$ cat src/rtl/packet_buffer_pkg.sv
// packet_buffer_pkg: shared types, limits and header serialization for the packet buffer
package packet_buffer_pkg;
  localparam int HEADER_WIDTH = 32;
  localparam int HEADER_BYTES = 4;
  localparam logic [15:0] MIN_PACKET_LENGTH = 16'd1;
  localparam logic [15:0] MAX_PACKET_LENGTH = 16'd1500;
  typedef struct packed {
    logic [15:0] length;
    logic [15:0] iface_id;
  } packet_header_t;
  typedef enum logic [2:0] {IDLE, HDR, PAYLOAD, PAD, DRAIN} arb_state_t;
  function automatic logic [7:0] header_byte(input packet_header_t h, input logic [1:0] idx);
    return 8'(32'(h) >> (5'd24 - {idx, 3'b000}));
  endfunction
endpackage

$ cat src/rtl/packet_buffer_arbiter_rr_arbiter.sv
// rr_arbiter: combinational round-robin pick, searching upward from ptr+1
module rr_arbiter #(
  parameter int N = 4
) (
  input  logic [N-1:0]         req,
  input  logic [$clog2(N)-1:0] ptr,
  output logic [N-1:0]         grant
);
  localparam int PW = $clog2(N);
  logic [PW-1:0] idx;
  logic found;
  always_comb begin
    grant = '0;
    found = 1'b0;
    idx = '0;
    for (int i = 1; i <= N; i++) begin
      idx = PW'((int'(ptr) + i) % N);
      if (!found && req[idx]) begin
        grant[idx] = 1'b1;
        found = 1'b1;
      end
    end
  end
endmodule

$ cat src/rtl/packet_buffer_arbiter.sv
// packet_buffer_arbiter: round-robin packet scheduler writing header + length-repaired payload
module packet_buffer_arbiter
  import packet_buffer_pkg::*;
#(
  parameter int NUM_IFACES = 4,
  parameter int IFACE_ID_BASE = 0
) (
  input  logic                    clk,
  input  logic                    rst_n,
  input  logic [NUM_IFACES-1:0]   req_valid,
  input  logic [16*NUM_IFACES-1:0] req_length,
  output logic [NUM_IFACES-1:0]   req_ready,
  input  logic [NUM_IFACES-1:0]   in_valid,
  input  logic [8*NUM_IFACES-1:0] in_data,
  input  logic [NUM_IFACES-1:0]   in_last,
  output logic [NUM_IFACES-1:0]   in_ready,
  output logic                    out_valid,
  output logic [7:0]              out_data,
  output logic                    out_sof,
  output logic                    out_last,
  input  logic                    out_ready,
  output logic [15:0]             active_id,
  output logic                    err_len_mismatch,
  output logic [15:0]             drop_count
);
  localparam int PW = $clog2(NUM_IFACES);
  arb_state_t state;
  logic [PW-1:0] rr, g, sel;
  logic [NUM_IFACES-1:0] grant;
  packet_header_t hdr;
  logic [15:0] cnt, sel_len;
  logic [1:0] hdr_idx;
  logic len_ok, cur_valid, cur_last;
  rr_arbiter #(.N(NUM_IFACES)) u_rr_arbiter (.req(req_valid), .ptr(rr), .grant(grant));
  always_comb begin
    sel = '0;
    for (int i = 0; i < NUM_IFACES; i++) if (grant[i]) sel = PW'(i);
  end
  assign sel_len = req_length[{sel, 4'b0000} +: 16];
  assign len_ok = sel_len >= MIN_PACKET_LENGTH && sel_len <= MAX_PACKET_LENGTH;
  assign cur_valid = in_valid[g];
  assign cur_last = in_last[g];
  assign req_ready = state == IDLE ? grant : '0;
  assign in_ready = ((state == PAYLOAD && out_ready) || state == DRAIN) ? NUM_IFACES'(1) << g : '0;
  assign out_valid = state == HDR || state == PAD || (state == PAYLOAD && cur_valid);
  assign out_data = state == HDR ? header_byte(hdr, hdr_idx) : state == PAYLOAD ? in_data[{g, 3'b000} +: 8] : 8'h00;
  assign out_sof = state == HDR && hdr_idx == 2'd0;
  assign out_last = (state == PAYLOAD || state == PAD) && cnt == 16'd1;
  assign active_id = state == IDLE ? 16'h0000 : hdr.iface_id;
  // cnt holds the bytes still owed downstream; it is >=1 whenever PAYLOAD/PAD is active
  always_ff @(posedge clk or negedge rst_n) begin
    if (!rst_n) begin
      state <= IDLE;
      rr <= PW'(NUM_IFACES - 1);
      g <= '0;
      hdr <= '0;
      cnt <= '0;
      hdr_idx <= '0;
      err_len_mismatch <= 1'b0;
      drop_count <= '0;
    end else begin
      err_len_mismatch <= 1'b0;
      case (state)
        IDLE: if (|req_valid) begin
          rr <= sel;
          if (len_ok) begin
            g <= sel;
            hdr <= '{length: sel_len, iface_id: 16'(IFACE_ID_BASE) + 16'(sel)};
            hdr_idx <= '0;
            state <= HDR;
          end else if (drop_count != 16'hFFFF) drop_count <= drop_count + 16'd1;
        end
        HDR: if (out_ready) begin
          hdr_idx <= hdr_idx + 2'd1;
          if (hdr_idx == 2'(HEADER_BYTES - 1)) begin
            cnt <= hdr.length;
            state <= PAYLOAD;
          end
        end
        PAYLOAD: if (cur_valid && out_ready) begin
          cnt <= cnt - 16'd1;
          if (cnt == 16'd1) begin
            err_len_mismatch <= !cur_last;
            state <= cur_last ? IDLE : DRAIN;
          end else if (cur_last) begin
            err_len_mismatch <= 1'b1;
            state <= PAD;
          end
        end
        PAD: if (out_ready) begin
          cnt <= cnt - 16'd1;
          if (cnt == 16'd1) state <= IDLE;
        end
        DRAIN: if (cur_valid && cur_last) state <= IDLE;
        default: state <= IDLE;
      endcase
    end
  end
endmodule

$ cat config.mk
export PLATFORM = sky130hd
export DESIGN_NAME = packet_buffer_arbiter
export DESIGN_NICKNAME = d
export VERILOG_FILES = /design/src/rtl/packet_buffer_pkg.sv /design/src/rtl/packet_buffer_arbiter_rr_arbiter.sv /design/src/rtl/packet_buffer_arbiter.sv
export SDC_FILE = /design/constraint.sdc
export NUM_CORES = 1
export LEC_CHECK = 0
export CAP_MARGIN = 40
export CORE_ASPECT_RATIO = 1.4
export CORE_MARGIN = 1
export CORE_UTILIZATION = 35
export CTS_CLUSTER_SIZE = 40
export DETAILED_ROUTE_END_ITERATION = 8
export HOLD_SLACK_MARGIN = 0.03
export PLACE_DENSITY = 0.71
export SYNTH_ARGS = -nofsm -noshare
export SYNTH_HDL_FRONTEND = slang
export SYNTH_SLANG_ARGS = --single-unit
export TNS_END_PERCENT = 20
$ cat constraint.sdc
create_clock -name clk -period 5.9 [get_ports clk]
set_input_delay 1.18 -clock clk [delete_from_list [all_inputs] [get_ports clk]]
set_output_delay 1.18 -clock clk [all_outputs]
set_load 0.005 [all_outputs]
==> flow_summary.yaml <==
run_status:
  outcome: "finished clean"
global_routing:
  grt_pass1_wl_um: 23050
  grt_max_degree: 59
  antenna_found_initial: 0
  grt_pass1_vias: 4730
  grt.total_usage: 0.2068
  overflow: 0
yosys:
  synth_edf_count: 0
  synth-seq-area-share: 0.3054
  synthesis.area_um2: 4761
  async_reset_ff_frac: 1.000
  yosysUniqueCellTypes: 73
  ys_ff_latch: 58
  synth_ff_type: "dfrtp_1"
  yosys_warnings: 0
  synth_cells: 541
  synth.avg_cell_area_um2: 8.800
placed_design:
  postPlaceCellArea_um2: 6307
  dpl.hpwl_um: 11280
  gp_congestion: 1.019
  io_buffers: 148
critical_path:
  crit_fanout: 12
  crit_top_cell: "clkdlybuf4s50_1"
  arrival_ns: 3.93
  cp-startpoint: "req_valid[2]"
  worstRegToRegCells: 13
  worstReg2RegEnd: "drop_count[1]"
  rrSetupSlack_ns: 1.12
  critical_path_class: "in2out"
  critPathSlowestCell: "mux4_2"
  endpoint: "req_ready[3]"
  required_ns: 4.72
  critPathCaptureType: "primary output"
  path_cells: "clkdlybuf4s50_1 > mux4_2 > or2_0 > o311a_1 > nor2_1 > clkdlybuf4s50_1"
  regToRegStartpoint: "rr[0]"
  cp-start-kind: "primary input"
  max_stage_delay_ns: 0.60
sta:
  holdWs_ns: 0.4990
  fin_skew_ns: 0.005130
  hold_viol_final: 0
  setup_viol: 0
  tightest_slew_ns: 0.8910
  drv_slew: 0
  rsz0062_at_grt: "false"
  min_period_ns: 5.114
  fin_crit_sh: 0.8667
  tns_ns: 0
  fmaxAchievable_ghz: 0.1956
  maxSlewHeadroom: 0.4038
clock_network:
  clock_path_buffers: 2
  clock_latency_ns: 0.33
  holdBufCountCts: 0
  postCtsSetupRepairBufs: 0
  cts_resized: 0
  cts-buffers-inserted: 9
  cts_num_sinks: 58
  clk_pin_slew_ns: 0.05
  cts_root_buffer: "clkbuf_16"
  h-tree-depth: 3
  cts_tree: "yes"
floorplan:
  die_x_um: 100.6
  start_util: 0.3573
  die_area_um2: 14080
  die_h_um: 140.0
  io_pins: 163
  rows: 50
  core_um2: 13330
cells_and_area:
  synthToLayoutAreaGrowth_pct: 39.21
  nets: 798
  stdcell_area_um2: 6628
  drive_above_1_share: 0.09720
  final_common_cell: "clkdlybuf4s50_1"
  mostFrequentLayoutCells: "147 x clkdlybuf4s50_1, 56 x dfrtp_1, 42 x nor2_1"
  diodes: 0
power_and_ir_drop:
  p_leak_uw: 0.002685
  pwr_density_cell_nw_per_um2: 479.6
  ir_worst_vdd_mv: 0.3018
  power_uw: 3178
routing:
  drt_wl_total_um: 14260
  vias_per_cell: 5.525
  drt-initial-drc-count: 308
  drt_first_pass_iters: 5
  ant_nets: 0
  drc: 0
  vias: 4757
  wire_per_inst_um: 16.56
min_path:
  hold_path_class: "reg2reg"
run:
  maxCapViolCount: 0
-- through the flow --
stage | utilization | worst slack [ns] | std cells
floorplan | - | 1.257 | 554
global placement | 0.4725 | 0.5636 | 844
detailed placement | 0.4733 | 0.4467 | 845
CTS | 0.4974 | 0.7878 | 861
global route | 0.4974 | 0.5296 | 861
finish | 0.4974 | 0.7865 | 861
-- state kept, by name, indices dropped and copies added, names as in the netlist --
name,count
rr,2
state,3
cnt,16
drop_count,16
err_len_mismatch,1
hdr_idx,2
hdr,18
-- Yosys cell counts (3+ instances only) --
master / n / area [um^2]
ha_1: 13 / 162.7
nor3_1: 15 / 75.07
a221o_1: 3 / 30.03
nand2b_1: 4 / 25.02
nand3_1: 26 / 130.1
a311oi_1: 4 / 35.03
o31ai_1: 6 / 45.04
mux2_4: 5 / 75.07
mux2i_1: 13 / 130.1
nand4_1: 5 / 31.28
inv_1: 21 / 78.83
nor2b_1: 8 / 50.05
and2_1: 20 / 125.1
xnor2_1: 14 / 122.6
a221oi_1: 4 / 35.03
and3_1: 11 / 68.82
a21oi_1: 35 / 175.2
nand2_1: 27 / 101.4
o21ai_0: 39 / 195.2
nor2_1: 42 / 157.7
or3_1: 8 / 50.05
mux4_2: 14 / 315.3
dfrtp_1: 56 / 1401
o21ai_1: 3 / 15.01
mux2_2: 9 / 101.4
a211oi_1: 7 / 52.55
buf_4: 16 / 120.1
nor4_1: 9 / 56.30
clkbuf_1: 22 / 82.58
a22oi_1: 8 / 60.06
buf_2: 5 / 25.02
o22ai_1: 11 / 68.82
o211ai_1: 4 / 30.03
a31oi_1: 3 / 18.77
or2_2: 3 / 18.77
-- power breakdown --
part	leakage [uW]	internal [uW]	total (uW)	switching (uW)
combinational	0.00178	850	1880	1030
clock	0.000156	379	555	176
sequential	0.000748	534	747	213
total	0.00268	1760	3180	1420
-- kinds of logic (layout without fill, tap and decap cells) --
kind of cell	count (synthesis)	after routing	synth area share
mux	41	41	0.1306
fa+ha+maj	13	13	0.03417
xor+xnor	15	15	0.02760
compound gates	152	152	0.2118
simple gates	192	192	0.2147
buf+inv	69	194	0.07490
flops	58	58	0.3054
other cells	1	14	0.0007877
-- cell type report --
type | count | area, um^2
Clock buffer | 11 | 242.7
Clock inverter | 5 | 77.57
Fill cell | 1237 | 6698
Inverter | 21 | 78.83
Multi-Input combinational cell | 427 | 2999
Sequential cell | 58 | 1454
Tap cell | 182 | 227.7
Timing Repair Buffer | 157 | 1548
-- how the worst min path moves through the flow --
stage,startpoint,to,slack (ns),cells after the start
global placement,cnt[14],cnt[14],0.46,2
CTS,cnt[14],cnt[14],0.49,2
detailed placement,cnt[14],cnt[14],0.49,2
global route,drop_count[6],drop_count[6],0.53,1
finish,drop_count[4],drop_count[4],0.50,1
floorplan,cnt[14],cnt[14],0.44,2
-- metal layers --
metal | vias to the layer above | global-route usage | routed length (um)
met5 | - | 0 | 0
met4 | 0 | 0.08924 | 444
met3 | 31 | 0.03194 | 631
met2 | 191 | 0.3796 | 7868
met1 | 2280 | 0.2327 | 5317
li1 | 2255 | - | -
-- critical path: cells and delay by family --
family | cells | cell delay [ns]
AND/OR/NAND/NOR | 2 | 0.55
AO/OA/AOI/OAI | 1 | 0.59
multiplexers | 1 | 0.60
buffers and inverters | 2 | 1.01
Power figures use the tool's default switching activity.
